`src/rtl/uart_tx_fifo_param.sv`:
```
// uart_tx_fifo_param
//   Parametrised UART transmitter with an input byte FIFO. Producers push
//   characters into the FIFO; the serializer drains it and emits
//   start / data (LSB first) / optional parity / stop bits on uart_tx_out.
//   Frames are sent back-to-back with no idle gap while data is queued.
//
// Ports
//   clk          system clock, rising edge
//   rst_pin      asynchronous active-high reset
//   wr_en        push wr_data into the FIFO this cycle
//   wr_data      character to transmit (DATA_BITS wide)
//   full         FIFO holds FIFO_DEPTH entries (registered)
//   empty        FIFO holds no entries (registered)
//   count        current FIFO occupancy
//   overflow     one-cycle pulse after a write attempted while full
//   busy         serializer is not idle
//   uart_tx_out  serial line, idle high, registered
module uart_tx_fifo_param #(
    parameter int unsigned CLKS_PER_BIT = 10416,
    parameter int unsigned DATA_BITS    = 8,
    parameter int unsigned PARITY       = 0,
    parameter int unsigned STOP_BITS    = 1,
    parameter int unsigned FIFO_DEPTH   = 16,
    parameter int unsigned FIFO_AW      = 4
) (
    input  logic                 clk,
    input  logic                 rst_pin,
    input  logic                 wr_en,
    input  logic [DATA_BITS-1:0] wr_data,
    output logic                 full,
    output logic                 empty,
    output logic [FIFO_AW:0]     count,
    output logic                 overflow,
    output logic                 busy,
    output logic                 uart_tx_out
);

    localparam int unsigned     CW        = (CLKS_PER_BIT > 1) ? $clog2(CLKS_PER_BIT) : 1;
    localparam logic [CW-1:0]   CNT_LAST  = CW'(CLKS_PER_BIT - 1);
    localparam logic [3:0]      DATA_LAST = 4'(DATA_BITS - 1);
    localparam logic [3:0]      STOP_LAST = 4'(STOP_BITS - 1);
    localparam logic [FIFO_AW:0] DEPTH_V  = (FIFO_AW + 1)'(FIFO_DEPTH);

    typedef enum logic [2:0] {
        ST_IDLE,
        ST_START,
        ST_DATA,
        ST_PARITY,
        ST_STOP
    } state_t;

    // ---------------------------------------------------------------- FIFO
    logic [DATA_BITS-1:0] mem [FIFO_DEPTH];
    logic [FIFO_AW-1:0]   wr_ptr;
    logic [FIFO_AW-1:0]   rd_ptr;
    logic [FIFO_AW:0]     count_next;
    logic                 push;
    logic                 pop;
    logic [DATA_BITS-1:0] head;
    logic                 head_par;

    // Acceptance uses the registered full flag, so a simultaneous pop never
    // rescues a write issued while full.
    assign push = wr_en && !full;
    assign head = mem[rd_ptr];
    assign head_par = (PARITY == 1) ? ~^head : ^head;

    always_comb begin
        count_next = count;
        if (push && !pop) begin
            count_next = count + 1'b1;
        end else if (!push && pop) begin
            count_next = count - 1'b1;
        end
    end

    always_ff @(posedge clk) begin
        if (push) begin
            mem[wr_ptr] <= wr_data;
        end
    end

    always_ff @(posedge clk or posedge rst_pin) begin
        if (rst_pin) begin
            wr_ptr   <= '0;
            rd_ptr   <= '0;
            count    <= '0;
            full     <= 1'b0;
            empty    <= 1'b1;
            overflow <= 1'b0;
        end else begin
            if (push) begin
                wr_ptr <= wr_ptr + 1'b1;
            end
            if (pop) begin
                rd_ptr <= rd_ptr + 1'b1;
            end
            count    <= count_next;
            full     <= (count_next == DEPTH_V);
            empty    <= (count_next == '0);
            overflow <= wr_en && full;
        end
    end

    // ---------------------------------------------------------- serializer
    state_t               state_q, state_d;
    logic [CW-1:0]        cnt_q, cnt_d;
    logic [3:0]           bit_q, bit_d;
    logic [DATA_BITS-1:0] shift_q, shift_d;
    logic                 par_q, par_d;
    logic                 tx_q, tx_d;
    logic                 bit_end;

    assign bit_end     = (cnt_q == CNT_LAST);
    assign busy        = (state_q != ST_IDLE);
    assign uart_tx_out = tx_q;

    always_ff @(posedge clk or posedge rst_pin) begin
        if (rst_pin) begin
            state_q <= ST_IDLE;
            cnt_q   <= '0;
            bit_q   <= '0;
            shift_q <= '0;
            par_q   <= 1'b0;
            tx_q    <= 1'b1;
        end else begin
            state_q <= state_d;
            cnt_q   <= cnt_d;
            bit_q   <= bit_d;
            shift_q <= shift_d;
            par_q   <= par_d;
            tx_q    <= tx_d;
        end
    end

    // tx_d is the level for the bit that begins on this edge, so the line
    // itself is a flop and changes exactly at bit boundaries.
    always_comb begin
        state_d = state_q;
        cnt_d   = bit_end ? '0 : cnt_q + 1'b1;
        bit_d   = bit_q;
        shift_d = shift_q;
        par_d   = par_q;
        tx_d    = tx_q;
        pop     = 1'b0;
        case (state_q)
            ST_IDLE: begin
                tx_d  = 1'b1;
                cnt_d = '0;
                bit_d = '0;
                if (!empty) begin
                    pop     = 1'b1;
                    shift_d = head;
                    par_d   = head_par;
                    tx_d    = 1'b0;
                    state_d = ST_START;
                end
            end
            ST_START: begin
                if (bit_end) begin
                    state_d = ST_DATA;
                    bit_d   = '0;
                    tx_d    = shift_q[0];
                end
            end
            ST_DATA: begin
                if (bit_end) begin
                    if (bit_q == DATA_LAST) begin
                        bit_d = '0;
                        if (PARITY != 0) begin
                            state_d = ST_PARITY;
                            tx_d    = par_q;
                        end else begin
                            state_d = ST_STOP;
                            tx_d    = 1'b1;
                        end
                    end else begin
                        bit_d   = bit_q + 1'b1;
                        shift_d = shift_q >> 1;
                        tx_d    = shift_q[1];
                    end
                end
            end
            ST_PARITY: begin
                if (bit_end) begin
                    state_d = ST_STOP;
                    bit_d   = '0;
                    tx_d    = 1'b1;
                end
            end
            ST_STOP: begin
                if (bit_end) begin
                    if (bit_q == STOP_LAST) begin
                        bit_d = '0;
                        // Chain straight into the next start bit when data waits.
                        if (!empty) begin
                            pop     = 1'b1;
                            shift_d = head;
                            par_d   = head_par;
                            tx_d    = 1'b0;
                            state_d = ST_START;
                        end else begin
                            tx_d    = 1'b1;
                            state_d = ST_IDLE;
                        end
                    end else begin
                        bit_d = bit_q + 1'b1;
                    end
                end
            end
            default: begin
                state_d = ST_IDLE;
                tx_d    = 1'b1;
            end
        endcase
    end

endmodule

```
`config.mk`:
```
export PLATFORM = sky130hd
export DESIGN_NAME = uart_tx_fifo_param
export DESIGN_NICKNAME = d
export VERILOG_FILES = /design/src/rtl/uart_tx_fifo_param.sv
export SDC_FILE = /design/constraint.sdc
export NUM_CORES = 1
export LEC_CHECK = 0
export CORE_ASPECT_RATIO = 0.7
export CORE_UTILIZATION = 61
export CTS_CLUSTER_SIZE = 12
export DETAILED_ROUTE_END_ITERATION = 10
export PLACE_DENSITY = 0.88
export SYNTH_ARGS = -nofsm -noshare
export SYNTH_HDL_FRONTEND = slang
export SYNTH_SLANG_ARGS = --single-unit
export TNS_END_PERCENT = 1
```
`constraint.sdc`:
```
create_clock -name clk -period 3 [get_ports clk]
set_clock_uncertainty 0.1 [all_clocks]
set_input_delay 0.9 -clock clk [delete_from_list [all_inputs] [get_ports clk]]
set_output_delay 0.9 -clock clk [all_outputs]
set_load 0.01 [all_outputs]
```
==> summary.md, run 1 <==
| Metric | Value |
|---|---|
| Vias in the first global route | `4,199` |
| First-pass GRT wire length | `23,200 µm` |
| HPWL Detailed | `9870 µm` |
| Final worst-path cycle share | `88.7%` |
| Final min period | `2660 ps` |
| Worst path slowest cell | `dfrtp_2` |
| Final WL | `15,200 µm` |
| Pre-antenna DRT Iters | `5` |
| Pwr/cell area | `696 nW/µm²` |
| Post-CTS setup buffers | `0` |
| WL/cell | `21.6 µm` |
| Cell family with most CP delay | `simple AND/OR/NAND/NOR gates` |
| Reg2Reg Depth | `8` |
| FF-to-FF Start | `bit_q[0]$_DFFE_PP0P_` |
| Detail Route Antenna Nets | `0` |
| Multi-input logic area | `2250 µm²` |
| Register area | `5000 µm²` |
| Final hold vios | `0` |
| Total Routing Usage GR | `26.2%` |
| Post-CTS Hold Fix Bufs | `0` |
| Setup tns final | `0 ps` |
| Primary FF master, synth | `edfxtp_1` |
| Syn nets | `512` |
| Setup crit end | `busy` |
| CP startpoint | `state_q[0]$_DFFE_PP0P_` |
| Sink Count | `174` |
| Worst slew pin tran | `744 ps` |
| I/O Pins | `21` |
| Number of synthesized flops with an enable pin | `128` |
| Worst Hold Class | `flip-flop to flip-flop` |
| Max H-tree Level | `4` |
| Slew Limit Fails | `0` |
| Seq/Total Area, Yosys | `67.7%` |
| Layout cell share with drive strength beyond 1 | `18.5%` |
| Die width | `133 µm` |
| Initial antenna violation count | `0` |
| Total core area | `11,700 µm²` |
| R2r endpoint | `full$_DFF_PP0_` |
| Buf/Inv on CP | `2` |
| Die H | `94.0 µm` |
| Required @ worst endpoint | `2000 ps` |
| Num CTS Buffers | `17` |
| Gr ovfl total | `0` |
| Max cap viols | `0` |
| Max Root-Sink Buffers | `2` |
| RePlAce Congestion | `0.814` |
| Critical Path AT | `1660 ps` |
| Clock transition at path regs | `70 ps` |
| Via-to-Cell Ratio | `6.18` |
| Crit end category | `output port` |
| DRC viols | `0` |
| Largest net degree at the start of global routing | `30` |
| RSZ-0062 raised after global routing | `no` |
| Row Count | `33` |
| Post-Synthesis Cell Area | `7380 µm²` |
| Ys async rst share | `26.4%` |
| Worst-skew pair later-pin latency | `430 ps` |
| Pwr Total | `5.90 mW` |
| Maximum net fanout on the critical path | `8` |
| Synth Warn # | `0` |
| Fmax achieved | `376 MHz` |
| CP Cell Sequence | `or2_2 > nor2_4 > inv_1 > dlymetal6s2s_1` |
| Synth Instances | `491` |
| Max stage delay on crit path | `460 ps` |
| Maximum vdd drop | `0.536 mV` |
| Pleak | `3.22 nW` |
| CTS tree | `yes` |
| Final setup fails | `0` |
| Fillers | `706` |
| IO Port Bufs | `20` |
| Vias after detailed routing | `4,354` |
| Crit Path Class | `flip-flop to output port` |
| Synthesis-to-finish area growth | `14.9%` |
| FF+latch count, synth | `174` |
| Antenna Cells | `0` |
| Critical path depth | `4` |
| DR iter-0 viols | `390` |
| Root Driver | `clkbuf_16` |
| Distinct cells, synth | `54` |
| CP Launch Type | `flip-flop` |
| Nets | `555` |
| Die ar. | `12,500 µm²` |
| Avg Cell Area, Syn | `15.0 µm²` |
| Slew margin rel. | `50.2%` |
| Run status | `completed` |
| Initial Util | `62.9%` |
| R2R Setup Slk | `400 ps` |
[kinds of logic after synthesis]
group,count (synthesis),synth area share [%]
DFF,174,67.7
xor gates and xnor gates,21,2.49
buffers and inverters,29,1.90
adders and majority gates,10,1.70
muxes,51,10.3
AOI/OAI and AO/OA,74,6.88
and+or+nand+nor,132,9.04
[worst reg2reg max path, cell delays in order, from the launching register on]
cell and delay (ps):
dfrtp_1 420, inv_1 70, ha_1 150, or3b_1 410, a31oi_4 250, o21ai_4 200, xnor2_1 210, a221oi_1 560
nor4b_2 90
[registers in the layout (all words and copies together) (netlist names), 3 cells and up]
name,flops
cnt_q,14
count,5
rd_ptr,4
state_q,3
mem,128
bit_q,4
shift_q,8
wr_ptr,4
[final cells by class]
class	count	area share, %
Sequential cell	174	59.0
Multi-Input combinational cell	288	26.5
Clock buffer	21	5.93
Timing Repair Buffer	44	4.66
Tap cell	157	2.32
Clock inverter	11	1.15
Inverter	9	0.399
[power breakdown]
group          internal, mW  switching [mW]
clock                  1.29           0.896
combinational         0.303           0.420
sequential             2.84           0.148
[Yosys cell counts (all sizes together) (2+ instances only)]
| cell type | instances | area, µm² |
|---|---|---|
| edfxtp | 128 | 3840 |
| nor2 | 47 | 176 |
| dfrtp | 44 | 1100 |
| o21ai | 28 | 151 |
| nand2 | 27 | 106 |
| mux2i | 24 | 240 |
| mux4 | 19 | 428 |
| nand3 | 13 | 65.1 |
| a21oi | 12 | 60.1 |
| buf | 11 | 72.6 |
| xor2 | 11 | 96.3 |
| ha | 10 | 125 |
| xnor2 | 10 | 87.6 |
| a221oi | 9 | 78.8 |
| clkbuf | 9 | 33.8 |
| inv | 9 | 33.8 |
| mux2 | 8 | 90.1 |
| a22o | 7 | 61.3 |
| a22oi | 6 | 45.0 |
| nor2b | 6 | 37.5 |
| and3 | 5 | 31.3 |
| nand2b | 5 | 31.3 |
| nand4 | 5 | 31.3 |
| nor3 | 5 | 25.0 |
| or3 | 4 | 30.0 |
| and2 | 3 | 18.8 |
| a31oi | 2 | 27.5 |
| a32o | 2 | 20.0 |
| and4 | 2 | 20.0 |
| dfstp | 2 | 52.6 |
| nor4 | 2 | 18.8 |
| nor4b | 2 | 23.8 |
| o31ai | 2 | 15.0 |
| or2 | 2 | 12.5 |
[layer usage]
layer,GRT usage (%),vias to the layer above,routed length [µm]
met5,0,-,0
met4,10.7,0,323
met3,6.47,29,1330
met2,40.1,197,7130
met1,36.5,2171,6400
li1,-,1957,-
[stage by stage]
stage                     util [%]  instances  area (µm²)  hold WS [ps]  setup WS, ps
after floorplan                  -        491        7380           351           282
after global placement        67.1        672        7860           377           339
after detailed placement      67.1        672        7860           378           264
after CTS                     72.3        704        8470           410          22.4
after global routing          72.3        704        8480           422           239
final                         72.3        704        8480           408           339
[worst min path at each step]
| stage | from | end | slack [ps] | cells past startpoint |
|---|---|---|---|---|
| finish | cnt_q[0]$_DFF_PP0_ | cnt_q[0]$_DFF_PP0_ | 410 | 1 |
| global route | cnt_q[0]$_DFF_PP0_ | cnt_q[0]$_DFF_PP0_ | 420 | 1 |
| CTS | cnt_q[0]$_DFF_PP0_ | cnt_q[0]$_DFF_PP0_ | 410 | 1 |
| detailed placement | bit_q[3]$_DFFE_PP0P_ | bit_q[3]$_DFFE_PP0P_ | 380 | 1 |
| global placement | cnt_q[0]$_DFF_PP0_ | cnt_q[0]$_DFF_PP0_ | 380 | 1 |
| floorplan | bit_q[3]$_DFFE_PP0P_ | bit_q[3]$_DFFE_PP0P_ | 350 | 1 |
[cells in the final DEF, fill, tap and decap left out, types with 3 or more instances in the layout]
cell type,instances
o21ai_0,27
ha_1,10
dfrtp_1,41
mux4_2,19
xor2_1,11
and3_1,5
nand2_1,25
inv_1,8
nor3_1,5
a22o_1,7
nor2_1,46
nand2b_1,5
or3_1,3
edfxtp_1,128
clkbuf_16,19
clkinv_2,3
clkdlybuf4s50_1,19
dfrtp_2,3
inv_4,3
xnor2_1,10
nand4_1,5
mux2_2,8
a22oi_1,6
and2_1,3
nor2b_1,6
nand3_1,13
mux2i_1,24
a221oi_1,9
a21oi_1,12
buf_4,23
[what timing repair did]
action,CTS,global route
pin swaps,0,0
endpoints found under the setup margin,1,1
resized for setup,4,1
(Power assumes the default switching activity.)
==> run 2: changes to the inputs <==
Settings changed: CORE_UTILIZATION 61 to 66, PLACE_DENSITY 0.88 to 0.94.
Clock period 3 ns to 3.4 ns, I/O delays scaled along.
==> summary.md, run 2 (same netlist as run 1, synthesis figures left out) <==
| Metric | Value |
|---|---|
| Final WL | `16,800 µm` |
| Root Driver | `clkbuf_16` |
| WL/cell | `24.3 µm` |
| Required @ worst endpoint | `2280 ps` |
| Worst slew pin tran | `791 ps` |
| IO Port Bufs | `20` |
| Pleak | `3.18 nW` |
| Crit end category | `output port` |
| Sink Count | `174` |
| Most common cell after layout, fill and taps aside | `edfxtp_1` |
| Largest net degree at the start of global routing | `34` |
| Gr ovfl total | `0` |
| Pwr Total | `5.15 mW` |
| Biggest regs | `mem x128, cnt_q x14, shift_q x8` |
| Maximum vdd drop | `0.518 mV` |
| Fmax achieved | `302 MHz` |
| Biggest register | `mem` |
| Total core area | `10,600 µm²` |
| Slew Limit Fails | `0` |
| Final min period | `3310 ps` |
| Detail Route Antenna Nets | `0` |
| CTS resizes | `0` |
| Worst Hold Launch | `uart_tx_out$_DFFE_PP1P_` |
| Run status | `completed` |
| FF-to-FF Start | `bit_q[0]$_DFFE_PP0P_` |
| Crit Path Class | `flip-flop to output port` |
| Worst Hold Class | `flip-flop to flip-flop` |
| Nets | `553` |
| Design Area, Final | `8390 µm²` |
| Clock transition at path regs | `70 ps` |
| Post-CTS Hold Fix Bufs | `0` |
| Placed cell area | `7840 µm²` |
| RePlAce Congestion | `0.907` |
| Vias after detailed routing | `4,638` |
| Total Routing Usage GR | `32.0%` |
| Num CTS Buffers | `17` |
| Reg2Reg Depth | `8` |
| Max cap viols | `0` |
| Layout cell share with drive strength beyond 1 | `16.7%` |
| I/O Pins | `21` |
| Maximum net fanout on the critical path | `8` |
| Antenna Cells | `0` |
| Die H | `90.5 µm` |
| RSZ-0062 raised after global routing | `no` |
| Synthesis-to-finish area growth | `13.8%` |
| Hold Path Stages | `2` |
| CTS tree | `yes` |
| DRC viols | `0` |
| Fillers | `519` |
| Max Root-Sink Buffers | `2` |
| Placed insts | `661` |
| Max H-tree Level | `4` |
| First-pass GRT wire length | `26,500 µm` |
| Die ar. | `11,600 µm²` |
| Final design utilization | `79.3%` |
| Initial Util | `69.7%` |
| Post-Layout Cell Count | `693` |
| Pre-antenna DRT Iters | `5` |
| Pwr/cell area | `614 nW/µm²` |
| Vias in the first global route | `4,693` |
| Final worst-path cycle share | `97.4%` |
| Worst hold slack | `402 ps` |
| Die width | `128 µm` |
| Hold Path Sink | `uart_tx_out$_DFFE_PP1P_` |
| Final setup fails | `0` |
| DR iter-0 viols | `613` |
| HPWL Detailed | `10,600 µm` |
| Setup WS pre-CTS | `371 ps` |
| Slew margin rel. | `47.1%` |
| R2R Setup Slk | `750 ps` |
| CP Launch Type | `flip-flop` |
| Setup tns final | `0 ps` |
| Critical Path AT | `2190 ps` |
| Final hold vios | `0` |
| Post-CTS setup buffers | `0` |
| Max reg flops | `128` |
| Most frequent cells in the layout | `128 x edfxtp_1, 47 x nor2_1, 43 x dfrtp_1` |
| Row Count | `31` |
| Via-to-Cell Ratio | `6.69` |
| Worst-skew pair later-pin latency | `430 ps` |
| R2r endpoint | `full$_DFF_PP0_` |
| Initial antenna violation count | `1` |
| Final WS setup | `89.8 ps` |
[run 2: changes by cell type in the layout (fill, tap and decap cells not counted), moves of 2 or more]
cell	change
clkinv_1	+3
inv_4	-3
buf_4	-2
clkbuf_1	+2
clkbuf_16	-2
clkbuf_8	-2
dfrtp_1	+2
dfrtp_2	-2
inv_6	-2
[run 2: worst max-delay path by stage]
stage / depth (start not counted) / startpoint / end
floorplan: 4 / wr_en / mem[1][0]$_DFFE_PP_
global placement: 7 / wr_en / full$_DFF_PP0_
detailed placement: 7 / wr_en / full$_DFF_PP0_
CTS: 4 / state_q[0]$_DFFE_PP0P_ / busy
global route: 4 / state_q[0]$_DFFE_PP0P_ / busy
finish: 4 / state_q[0]$_DFFE_PP0P_ / busy
[run 2: critical path, cell delays in order (launching register included)]
cell and delay [ps]:
dfrtp_1 480, or2_2 370, nor2_1 240, inv_1 150, clkdlybuf4s50_1 510
[run 2: layout make-up]
type,instances,area (µm²),area share [%]
clock buffer,19,433,5.16
clock inverter,13,124,1.48
timing repair buffer,42,378,4.50
multi-input combinational,288,2240,26.7
tap,148,185,2.21
sequential,174,5000,59.5
inverter,9,33.8,0.402
[run 2: report_power, final]
part	internal, mW	leakage (nW)	switching [mW]	total [mW]
Sequential	2.51	1.73	0.144	2.65
Clock	1.07	0.269	0.785	1.85
Combinational	0.267	1.18	0.379	0.647
[run 2: routing by layer]
layer	GRT usage, %	vias up	wire (µm)	share of wire (%)
li1	-	1954	-	-
met1	44.9	2298	6450	38
met2	47.3	340	7940	47
met3	9.60	46	1990	12
met4	13.4	0	444	2.6
met5	0	-	0	0
==> run 3: changes to the inputs <==
Settings changed: ABC_CLOCK_PERIOD_IN_PS set to 3400, CORE_MARGIN set to 3, TNS_END_PERCENT 1 to 5.
==> summary.md, run 3 (same netlist as run 1, synthesis figures left out) <==
| Metric | Value |
|---|---|
| Run status | `completed` |
| Final setup fails | `0` |
| Required @ worst endpoint | `2280 ps` |
| Clock transition at path regs | `70 ps` |
| Final design utilization | `78.6%` |
| Die H | `94.5 µm` |
| FF-to-FF Start | `bit_q[0]$_DFFE_PP0P_` |
| Root Driver | `clkbuf_16` |
| Layout cell share with drive strength beyond 1 | `17.1%` |
| Row Count | `31` |
| Die width | `132 µm` |
| Buf/Inv on CP | `2` |
| Largest net degree at the start of global routing | `32` |
| Die ar. | `12,500 µm²` |
| Initial antenna violation count | `0` |
| Sw Ratio | `26.7%` |
| Detail Route Antenna Nets | `0` |
| Setup tns final | `0 ps` |
| Post-CTS setup buffers | `0` |
| Internal Pwr Total | `3.71 mW` |
| Total Routing Usage GR | `28.8%` |
| IO Port Bufs | `20` |
| CTS tree | `yes` |
| Max Root-Sink Buffers | `2` |
| Hold Path Stages | `1` |
| Final worst-path cycle share | `95.5%` |
| Biggest register | `mem` |
| Worst path slowest cell | `clkdlybuf4s50_1` |
| Pwr/cell area | `606 nW/µm²` |
| R2R Setup Slk | `670 ps` |
| Biggest regs | `mem x128, cnt_q x14, shift_q x8` |
| CP Cell Sequence | `or2_2 > nor2_1 > inv_1 > clkdlybuf4s50_1` |
| Hold Path Sink | `cnt_q[0]$_DFF_PP0_` |
| HPWL Detailed | `10,800 µm` |
| Worst Hold Class | `flip-flop to flip-flop` |
| DR iter-0 viols | `640` |
| Synthesis-to-finish area growth | `13.3%` |
| Vias in the first global route | `4,614` |
| Total core area | `10,600 µm²` |
| Crit end category | `output port` |
| Pre-antenna DRT Iters | `5` |
| Final hold vios | `0` |
| Gr ovfl total | `0` |
| Maximum net fanout on the critical path | `8` |
| CP Launch Type | `flip-flop` |
| Initial Util | `69.4%` |
| Reg power frac | `52.6%` |
| Slew margin rel. | `48.8%` |
| Worst-skew pair later-pin latency | `430 ps` |
| Sw Pwr | `1.35 mW` |
| First-pass GRT wire length | `26,300 µm` |
| RePlAce Congestion | `0.897` |
| Antenna Cells | `0` |
| WL/cell | `24.0 µm` |
| Final min period | `3250 ps` |
| CTS resizes | `0` |
| Num CTS Buffers | `17` |
| RSZ-0062 raised after global routing | `no` |
| Cell family with most CP delay | `buffers and inverters` |
| Post-CTS Hold Fix Bufs | `0` |
| Max H-tree Level | `4` |
| Max stage delay on crit path | `510 ps` |
| Crit Path Class | `flip-flop to output port` |
| Sink Count | `174` |
| Vias after detailed routing | `4,534` |
| Clock Power Share | `34.2%` |
| Fmax achieved | `308 MHz` |
| Nets | `553` |
| Pleak | `3.17 nW` |
| I/O Pins | `21` |
| Via-to-Cell Ratio | `6.54` |
| Most common cell after layout, fill and taps aside | `edfxtp_1` |
| Critical Path AT | `2130 ps` |
| Reg2Reg Depth | `8` |
| Comb pwr share | `13.2%` |
| DRC viols | `0` |
| Worst slew pin tran | `766 ps` |
| Slew Limit Fails | `0` |
| Final WL | `16,600 µm` |
| R2r endpoint | `full$_DFF_PP0_` |
| Maximum vdd drop | `0.651 mV` |
| Worst Hold Launch | `cnt_q[0]$_DFF_PP0_` |
| Max cap viols | `0` |
| Max reg flops | `128` |
| Most frequent cells in the layout | `128 x edfxtp_1, 47 x nor2_1, 43 x dfrtp_1` |
## run 3: changes by cell type in the layout (fill, tap and decap cells not counted)
cell / delta
clkinvlp_4: -1
inv_6: +3
inv_4: +2
bufinv_16: -2
clkinv_1: -2
## run 3: final cells by class
type,instances,area [µm²]
clock buffers,19,433
clock inverters,13,87.6
fillers,563,2270
inverters,9,33.8
multi-input cells,288,2240
flip-flops and latches,174,5000
well taps,148,185
repair buffers,42,378
## run 3: worst register-to-register path: cells and delay by family (launching register included)
kind,cells,cell delay [ps]
buffers and inverters,1,80
AO/OA/AOI/OAI,3,1100
adder cells (fa/ha/maj),1,130
XOR/XNOR,1,230
flip-flops,1,430
AND/OR/NAND/NOR,2,550
## run 3: layer usage
layer / part of all wire, % / routed length (µm) / vias up / track usage (%)
met5: 0 / 0 / - / 0
met4: 2.8 / 473 / 0 / 11.9
met3: 11 / 1800 / 49 / 9.48
met2: 47 / 7900 / 289 / 45.4
met1: 39 / 6470 / 2231 / 37.9
li1: - / - / 1965 / -
## run 3: power groups by stage
stage,logic [mW],registers (mW),clock network [mW]
floorplan,0.370,2.64,0
global placement,0.586,2.67,0
detailed placement,0.645,2.69,0
CTS,0.661,2.66,1.75
global route,0.720,2.68,1.84
finish,0.668,2.66,1.74
## run 3: worst max path at each step
stage                      startpoint                   to  slack, ps  depth (start not counted)
2_1_floorplan                   wr_en  mem[1][0]$_DFFE_PP_        560                          4
3_3_place_gp                    wr_en       full$_DFF_PP0_        610                          7
3_5_place_dp                    wr_en       full$_DFF_PP0_        510                          7
4_1_cts        state_q[0]$_DFFE_PP0P_                 busy        160                          4
5_1_grt        state_q[0]$_DFFE_PP0P_                 busy         70                          4
6_report       state_q[0]$_DFFE_PP0P_                 busy        150                          4
## run 3: through the flow
stage / cells / area [µm²] / hold WS, ps / worst slack (ps) / total power [mW]
after floorplan: 491 / 7380 / 351 / 562 / 3.01
after global placement: 661 / 7840 / 374 / 608 / 3.25
after detailed placement: 661 / 7840 / 376 / 509 / 3.34
after CTS: 693 / 8360 / 384 / 159 / 5.07
after global routing: 693 / 8360 / 406 / 74.2 / 5.24
final: 693 / 8360 / 380 / 153 / 5.07
